**src/rtl/rl_env_pkg.sv**
```systemverilog
// rtl/rl_env_pkg.sv - shared constants for the RL environment reward path
package rl_env_pkg;

  localparam int RWD_WL             = 32;
  localparam int PENDULUM_MAX_STEPS = 200;

  localparam logic [31:0] FP32_ZERO      = 32'h0000_0000;
  localparam logic [31:0] FP32_SIGN_MASK = 32'h8000_0000;

  function automatic logic [31:0] fp32_neg(input logic [31:0] x);
    return x ^ FP32_SIGN_MASK;
  endfunction

endpackage

```
**src/rtl/rwd_collector_if.sv**
```systemverilog
// rtl/rwd_collector_if.sv - reward input stream and tagged reward output handshake
interface rwd_collector_if #(
  parameter int RWD_WL  = rl_env_pkg::RWD_WL,
  parameter int STEP_WL = 8
);

  logic              i_rwd_valid;
  logic [RWD_WL-1:0] i_rwd;
  logic              i_rwd_ready;
  logic              o_rwd_valid;
  logic [RWD_WL-1:0] o_rwd;
  logic [STEP_WL-1:0] o_step;
  logic              o_done;

  modport slave (
    input  i_rwd_valid, i_rwd, i_rwd_ready,
    output o_rwd_valid, o_rwd, o_step, o_done
  );

  modport master (
    output i_rwd_valid, i_rwd, i_rwd_ready,
    input  o_rwd_valid, o_rwd, o_step, o_done
  );

endinterface

```
**src/rtl/rwd_collector_fifo.sv**
```systemverilog
// rtl/rwd_collector_fifo.sv - first-word-fall-through FIFO with flush, fill and wrap-bit pointers
module sync_fwft_fifo #(
  parameter int WIDTH = 41,
  parameter int DEPTH = 4
) (
  input  logic                     i_clk,
  input  logic                     i_rst_n,
  input  logic                     i_flush,
  input  logic                     i_push,
  input  logic [WIDTH-1:0]         i_data,
  input  logic                     i_pop,
  output logic [WIDTH-1:0]         o_data,
  output logic                     o_empty,
  output logic                     o_full,
  output logic [$clog2(DEPTH):0]   o_fill
);

  localparam int AW = $clog2(DEPTH);

  logic [WIDTH-1:0] r_mem [DEPTH];
  logic [AW:0]      r_wr_ptr;
  logic [AW:0]      r_rd_ptr;
  logic             w_pop;
  logic             w_wr_en;
  logic [AW-1:0]    w_wr_addr;

  assign o_fill    = r_wr_ptr - r_rd_ptr;
  assign o_empty   = (r_wr_ptr == r_rd_ptr);
  assign o_full    = (o_fill == (AW+1)'(DEPTH));
  assign w_pop     = i_pop && !o_empty && !i_flush;
  assign w_wr_en   = i_push && (i_flush || !o_full || w_pop);
  // A flush rewinds both pointers, so a same-cycle push lands in slot 0.
  assign w_wr_addr = i_flush ? '0 : r_wr_ptr[AW-1:0];
  assign o_data    = o_empty ? '0 : r_mem[r_rd_ptr[AW-1:0]];

  always_ff @(posedge i_clk or negedge i_rst_n) begin
    if (!i_rst_n) begin
      r_wr_ptr <= '0;
      r_rd_ptr <= '0;
    end else if (i_flush) begin
      r_rd_ptr <= '0;
      r_wr_ptr <= {{AW{1'b0}}, w_wr_en};
    end else begin
      if (w_wr_en) r_wr_ptr <= r_wr_ptr + 1'b1;
      if (w_pop)   r_rd_ptr <= r_rd_ptr + 1'b1;
    end
  end

  always_ff @(posedge i_clk) begin
    if (w_wr_en) r_mem[w_wr_addr] <= i_data;
  end

endmodule

```
**src/rtl/rwd_collector.sv**
```systemverilog
// rtl/rwd_collector.sv - buffers rewards, tags step index and truncation, flags overflow
module rwd_collector
  import rl_env_pkg::*;
#(
  parameter int RWD_WL    = rl_env_pkg::RWD_WL,
  parameter int DEPTH     = 4,
  parameter int MAX_STEPS = PENDULUM_MAX_STEPS,
  parameter int STEP_WL   = 8,
  parameter int EP_WL     = 16
) (
  input  logic                   i_clk,
  input  logic                   i_rst_n,
  input  logic                   i_ep_start,
  rwd_collector_if.slave         bus,
  output logic [EP_WL-1:0]       o_ep_cnt,
  output logic                   o_ovf,
  output logic [$clog2(DEPTH):0] o_fill
);

  localparam int                 EW        = RWD_WL + STEP_WL + 1;
  localparam logic [STEP_WL-1:0] LAST_STEP = STEP_WL'(MAX_STEPS - 1);

  logic [1:0]         r_rst_sync;
  logic               w_rst_n;
  logic [STEP_WL-1:0] r_step_cnt;
  logic [EP_WL-1:0]   r_ep_cnt;
  logic               r_ovf;
  logic [STEP_WL-1:0] w_tag_step;
  logic               w_tag_done;
  logic               w_full;
  logic               w_empty;
  logic               w_pop;
  logic               w_push;
  logic [EW-1:0]      w_wr_entry;
  logic [EW-1:0]      w_rd_entry;

  // Assertion is immediate, release waits two edges.
  always_ff @(posedge i_clk or negedge i_rst_n) begin
    if (!i_rst_n) r_rst_sync <= '0;
    else          r_rst_sync <= {r_rst_sync[0], 1'b1};
  end
  assign w_rst_n = r_rst_sync[1];

  assign w_pop      = bus.o_rwd_valid && bus.i_rwd_ready && !i_ep_start;
  assign w_push     = bus.i_rwd_valid && (i_ep_start || !w_full || w_pop);
  assign w_tag_step = i_ep_start ? '0 : r_step_cnt;
  assign w_tag_done = (w_tag_step == LAST_STEP);
  assign w_wr_entry = {bus.i_rwd, w_tag_step, w_tag_done};

  // A dropped sample leaves the counter alone, so a lost done sample is retried.
  always_ff @(posedge i_clk or negedge w_rst_n) begin
    if (!w_rst_n) begin
      r_step_cnt <= '0;
      r_ep_cnt   <= '0;
      r_ovf      <= 1'b0;
    end else begin
      if (i_ep_start) begin
        r_step_cnt <= '0;
        r_ovf      <= 1'b0;
      end
      if (w_push) begin
        if (w_tag_done) begin
          r_step_cnt <= '0;
          r_ep_cnt   <= r_ep_cnt + 1'b1;
        end else begin
          r_step_cnt <= w_tag_step + 1'b1;
        end
      end else if (bus.i_rwd_valid) begin
        r_ovf <= 1'b1;
      end
    end
  end

  sync_fwft_fifo #(
    .WIDTH (EW),
    .DEPTH (DEPTH)
  ) u_fifo (
    .i_clk   (i_clk),
    .i_rst_n (w_rst_n),
    .i_flush (i_ep_start),
    .i_push  (w_push),
    .i_data  (w_wr_entry),
    .i_pop   (w_pop),
    .o_data  (w_rd_entry),
    .o_empty (w_empty),
    .o_full  (w_full),
    .o_fill  (o_fill)
  );

  assign bus.o_rwd_valid = !w_empty;
  assign {bus.o_rwd, bus.o_step, bus.o_done} = w_rd_entry;
  assign o_ep_cnt = r_ep_cnt;
  assign o_ovf    = r_ovf;

endmodule

```
**src/flat_wrapper.sv**
```systemverilog
// flat-port wrapper written by rule: the top's interface ports become plain ports
module rwd_collector_flat import rl_env_pkg::*;
#(
  parameter int RWD_WL    = rl_env_pkg::RWD_WL,
  parameter int DEPTH     = 4,
  parameter int MAX_STEPS = PENDULUM_MAX_STEPS,
  parameter int STEP_WL   = 8,
  parameter int EP_WL     = 16
)
  (i_clk, i_rst_n, i_ep_start, o_ep_cnt, o_ovf, o_fill, bus_i_rwd_valid, bus_i_rwd, bus_i_rwd_ready, bus_o_rwd_valid, bus_o_rwd, bus_o_step, bus_o_done);
  rwd_collector_if #(.RWD_WL(RWD_WL), .STEP_WL(STEP_WL)) bus_i ();
  input  logic i_clk;
  input  logic i_rst_n;
  input  logic i_ep_start;
  output logic [EP_WL-1:0] o_ep_cnt;
  output logic o_ovf;
  output logic [$clog2(DEPTH):0] o_fill;
  input wire logic [$bits(bus_i.i_rwd_valid)-1:0] bus_i_rwd_valid;
  input wire logic [$bits(bus_i.i_rwd)-1:0] bus_i_rwd;
  input wire logic [$bits(bus_i.i_rwd_ready)-1:0] bus_i_rwd_ready;
  output wire logic [$bits(bus_i.o_rwd_valid)-1:0] bus_o_rwd_valid;
  output wire logic [$bits(bus_i.o_rwd)-1:0] bus_o_rwd;
  output wire logic [$bits(bus_i.o_step)-1:0] bus_o_step;
  output wire logic [$bits(bus_i.o_done)-1:0] bus_o_done;
  assign bus_i.i_rwd_valid = bus_i_rwd_valid;
  assign bus_i.i_rwd = bus_i_rwd;
  assign bus_i.i_rwd_ready = bus_i_rwd_ready;
  assign bus_o_rwd_valid = bus_i.o_rwd_valid;
  assign bus_o_rwd = bus_i.o_rwd;
  assign bus_o_step = bus_i.o_step;
  assign bus_o_done = bus_i.o_done;
  rwd_collector #(.RWD_WL(RWD_WL), .DEPTH(DEPTH), .MAX_STEPS(MAX_STEPS), .STEP_WL(STEP_WL), .EP_WL(EP_WL)) u_core (.i_clk(i_clk), .i_rst_n(i_rst_n), .i_ep_start(i_ep_start), .bus(bus_i), .o_ep_cnt(o_ep_cnt), .o_ovf(o_ovf), .o_fill(o_fill));
endmodule
```
**config.mk**
```make
export PLATFORM = sky130hd
export DESIGN_NAME = rwd_collector_flat
export DESIGN_NICKNAME = d
export VERILOG_FILES = /design/src/rtl/rl_env_pkg.sv /design/src/rtl/rwd_collector_if.sv /design/src/rtl/rwd_collector_fifo.sv /design/src/rtl/rwd_collector.sv /design/src/flat_wrapper.sv
export SDC_FILE = /design/constraint.sdc
export NUM_CORES = 1
export LEC_CHECK = 0
export ABC_AREA = 1
export ABC_CLOCK_PERIOD_IN_PS = 6200
export CORE_MARGIN = 1.5
export CORE_UTILIZATION = 60
export DETAILED_ROUTE_END_ITERATION = 12
export PLACE_DENSITY = 0.85
export REMOVE_ABC_BUFFERS = 1
export SYNTH_ARGS = -nofsm -noshare
export SYNTH_HDL_FRONTEND = slang
export SYNTH_HIERARCHICAL = 1
export SYNTH_SLANG_ARGS = --single-unit
```
**constraint.sdc**
```tcl
create_clock -name i_clk -period 6.2 [get_ports i_clk]
set_clock_uncertainty 0.15 [all_clocks]
set_input_delay 1.86 -clock i_clk [delete_from_list [all_inputs] [get_ports i_clk]]
set_output_delay 1.86 -clock i_clk [all_outputs]
set_load 0.02 [all_outputs]
```
==> results.yml <==
pwr:
  p_total_mw: 3.15
  powerDensity_nw_per_um2: 310
  p_leak_nw: 3.79
  clock_power_share_pct: 33.3
  pwr-share-seq_pct: 48.2
  switching_share_pct: 26.6
  ir_drop_mv: 0.207
  intPower_mw: 2.31
  p_switching_mw: 0.839
  combPwrFrac_pct: 18.5
yosys:
  synth.top_cell.area_share_pct: 58.0
  synth-edff-count: 164
  synth_cell_types: 31
  ys.flop_type: "edfxtp_1"
  ys_ff_latch: 197
  yosysMostFrequentCell: "nor2_1"
  syn-cell-area_um2: 8490
  ys_warn_count: 6
  ys_top_cells_by_count: "nor2_1, edfxtp_1, nand2_1"
  yosys.area.top_type: "edfxtp_1"
  synth_cells: 788
  avgSynthCellArea_um2: 10.8
  netlist_top_cells_area: "edfxtp_1, dfrtp_1, nor2_1"
  ys_seq_area_share_pct: 67.8
  async_flop_share_pct: 16.8
placement:
  port_buffers: 98
  dp_hpwl_um: 10600
  placed_area_um2: 9590
  globalplace.congestion: 0.832
drt:
  dr.first_iter.drc_count: 938
  drc: 0
  first_pass_iters: 5
  ant_nets: 0
  via_per_inst: 5.67
  avgRoutedWirePerCell_um: 16.8
  routed-via-count: 6075
  drt-total-wl_um: 18000
floorplanning:
  rows: 43
  num_io_pins: 99
  fp.dieArea_um2: 14900
  initial_core_util_pct: 61.4
  fp.dieH_um: 122
  fp.coreArea_um2: 13800
  die_x_um: 122
setup_path:
  worst-r2r-setup-slack_ns: 2.44
  reg2reg_depth: 10
  start_kind: "flip-flop"
  reg2reg_to: "u_core/u_fifo/r_mem[2][31]"
  worstSetupPathType: "reg2out"
  cp_data_arrival_time_ns: 2.93
  path_max_fanout: 42
  worstPathRequired_ns: 4.19
  rr_startpoint: "u_core/u_fifo/r_rd_ptr[1]"
  endpoint_kind: "primary output"
job:
  timing.max_cap.violations: 0
finish:
  area_growth_pct: 19.7
  diodes: 0
  fillers: 862
  fin_area_um2: 10200
  seq_area_um2: 5750
  layout.nets: 924
  drive_gt1_share_pct: 6.96
  finish.utilization_pct: 73.5
  multi_input_area_um2: 2410
clocking:
  clockBufferDepth: 2
  cts_max_level: 4
  cts_buffers: 17
  clock_sinks: 197
  cts_hold_buf: 0
  clkLatencyLatePin_ns: 0.43
  cts-root-buf: "clkbuf_16"
  path_clk_slew_ns: 0.07
  cts_tree: "done"
  post-cts-setup-buffers: 0
  cts_resized: 0
timing:
  max_slew.worst_pin.slew_ns: 0.966
  fin_crit_sh_pct: 79.7
  hold_viol_final: 0
  slew_violations: 0
  min_period_ns: 4.94
  rsz0062_at_grt: "false"
  slew_headroom_pct: 35.6
  fmax_mhz: 202
  setup_viol: 0
grt:
  grt_pass1_vias: 5807
  antenna_found_initial: 0
  gr-total-overflow: 0
  grt_max_degree: 83
  grt_use_total_pct: 25.2
  grt_pass1_wl_um: 28400
worst_hold_path:
  worstHoldPathType: "reg2async"
status:
  status: "completed"
area by class of cell:
cell class              instances  area share, %
clock buffers                  18           4.22
clock inverters                12           1.33
repair buffers                107           10.3
multi-input cells             514           23.7
flip-flops and latches        197           56.6
well taps                     180           2.22
inverters                      43           1.60
placed cells by master (no fill, tap or decap), drive strengths merged:
master / Yosys / layout
a21oi: 44 / 44
and3: 1 / 1
buf: 20 / 9
bufinv: 0 / 2
clkbuf: 14 / 18
clkdlybuf4s50: 0 / 98
clkinv: 1 / 8
clkinvlp: 0 / 2
conb: 1 / 1
dfrtp: 33 / 33
edfxtp: 164 / 164
fa: 1 / 1
ha: 6 / 6
inv: 42 / 43
nand2: 115 / 115
nand3: 24 / 24
nand3b: 1 / 1
nand4: 8 / 8
nor2: 207 / 207
nor3: 3 / 3
o21ai: 90 / 90
or2: 1 / 1
xnor2: 7 / 7
xor2: 5 / 5
per-layer routing:
| layer | up-vias | routed length, um | global-route usage [%] |
|---|---|---|---|
| met4 | 0 | 434 | 10.6 |
| met1 | 2898 | 7030 | 33.0 |
| met3 | 40 | 1260 | 4.40 |
| li1 | 2841 | - | - |
| met2 | 296 | 9240 | 42.0 |
| met5 | - | 0 | 0 |
state kept, by name (all words and copies together), names as in the netlist:
name                    count
u_core/u_fifo/r_rd_ptr      3
u_core/u_fifo/r_wr_ptr      3
u_core/o_ep_cnt            16
u_core/r_rst_sync           2
u_core/r_step_cnt           8
u_core/u_fifo/r_mem       164
u_core/o_ovf                1
worst max-delay path: stages (launching register included):
cell and delay (ns):
dfrtp_1 0.36, inv_1 0.08, ha_1 0.32, nand2_1 0.07
inv_1 0.09, nand3_4 0.09, inv_2 0.71, a21oi_1 0.19
clkdlybuf4s50_1 0.60
cell families (layout without fill, tap and decap cells):
| group | count (synthesis) | count (layout) | synth area share, % |
|---|---|---|---|
| AO/OA/AOI/OAI | 134 | 134 | 8.17 |
| XOR/XNOR | 12 | 12 | 1.24 |
| adder cells (fa/ha/maj) | 7 | 7 | 1.12 |
| buffers and inverters | 77 | 180 | 4.17 |
| flip-flops | 197 | 197 | 67.8 |
| other | 1 | 1 | 0.0442 |
| AND/OR/NAND/NOR | 360 | 360 | 17.5 |
power by group through the flow:
| stage | Combinational [mW] | Clock (mW) | Sequential [mW] |
|---|---|---|---|
| final | 0.583 | 1.05 | 1.52 |
| after global routing | 0.622 | 1.11 | 1.52 |
| after CTS | 0.580 | 1.06 | 1.52 |
| after detailed placement | 0.577 | 0 | 1.55 |
| after global placement | 0.564 | 0 | 1.54 |
| after floorplan | 0.290 | 0 | 1.56 |
stage by stage:
stage	hold slack (ns)	std cells	TNS, ns	setup slack (ns)
final	0.114	1071	0	1.26
after global routing	0.156	1071	0	1.13
after CTS	0.131	1071	0	1.30
after detailed placement	0.122	1041	0	1.41
after global placement	0.120	1041	0	1.49
after floorplan	0.181	754	-42.40	-0.517
worst max path at each step:
stage                         startpoint                         end  slack, ns  cells after the start
2_1_floorplan  u_core/u_fifo/r_rd_ptr[0]   u_core/u_fifo/r_mem[1][0]      -0.52                     12
3_3_place_gp                  i_ep_start  u_core/u_fifo/r_mem[2][21]       1.49                      6
3_5_place_dp                  i_ep_start  u_core/u_fifo/r_mem[2][31]       1.41                      6
4_1_cts        u_core/u_fifo/r_rd_ptr[0]               bus_o_rwd[10]       1.30                      5
5_1_grt        u_core/u_fifo/r_rd_ptr[0]               bus_o_rwd[10]       1.13                      5
6_report       u_core/u_fifo/r_wr_ptr[0]                  bus_o_done       1.26                      8
No activity file was read; power rests on OpenSTA's default activity.
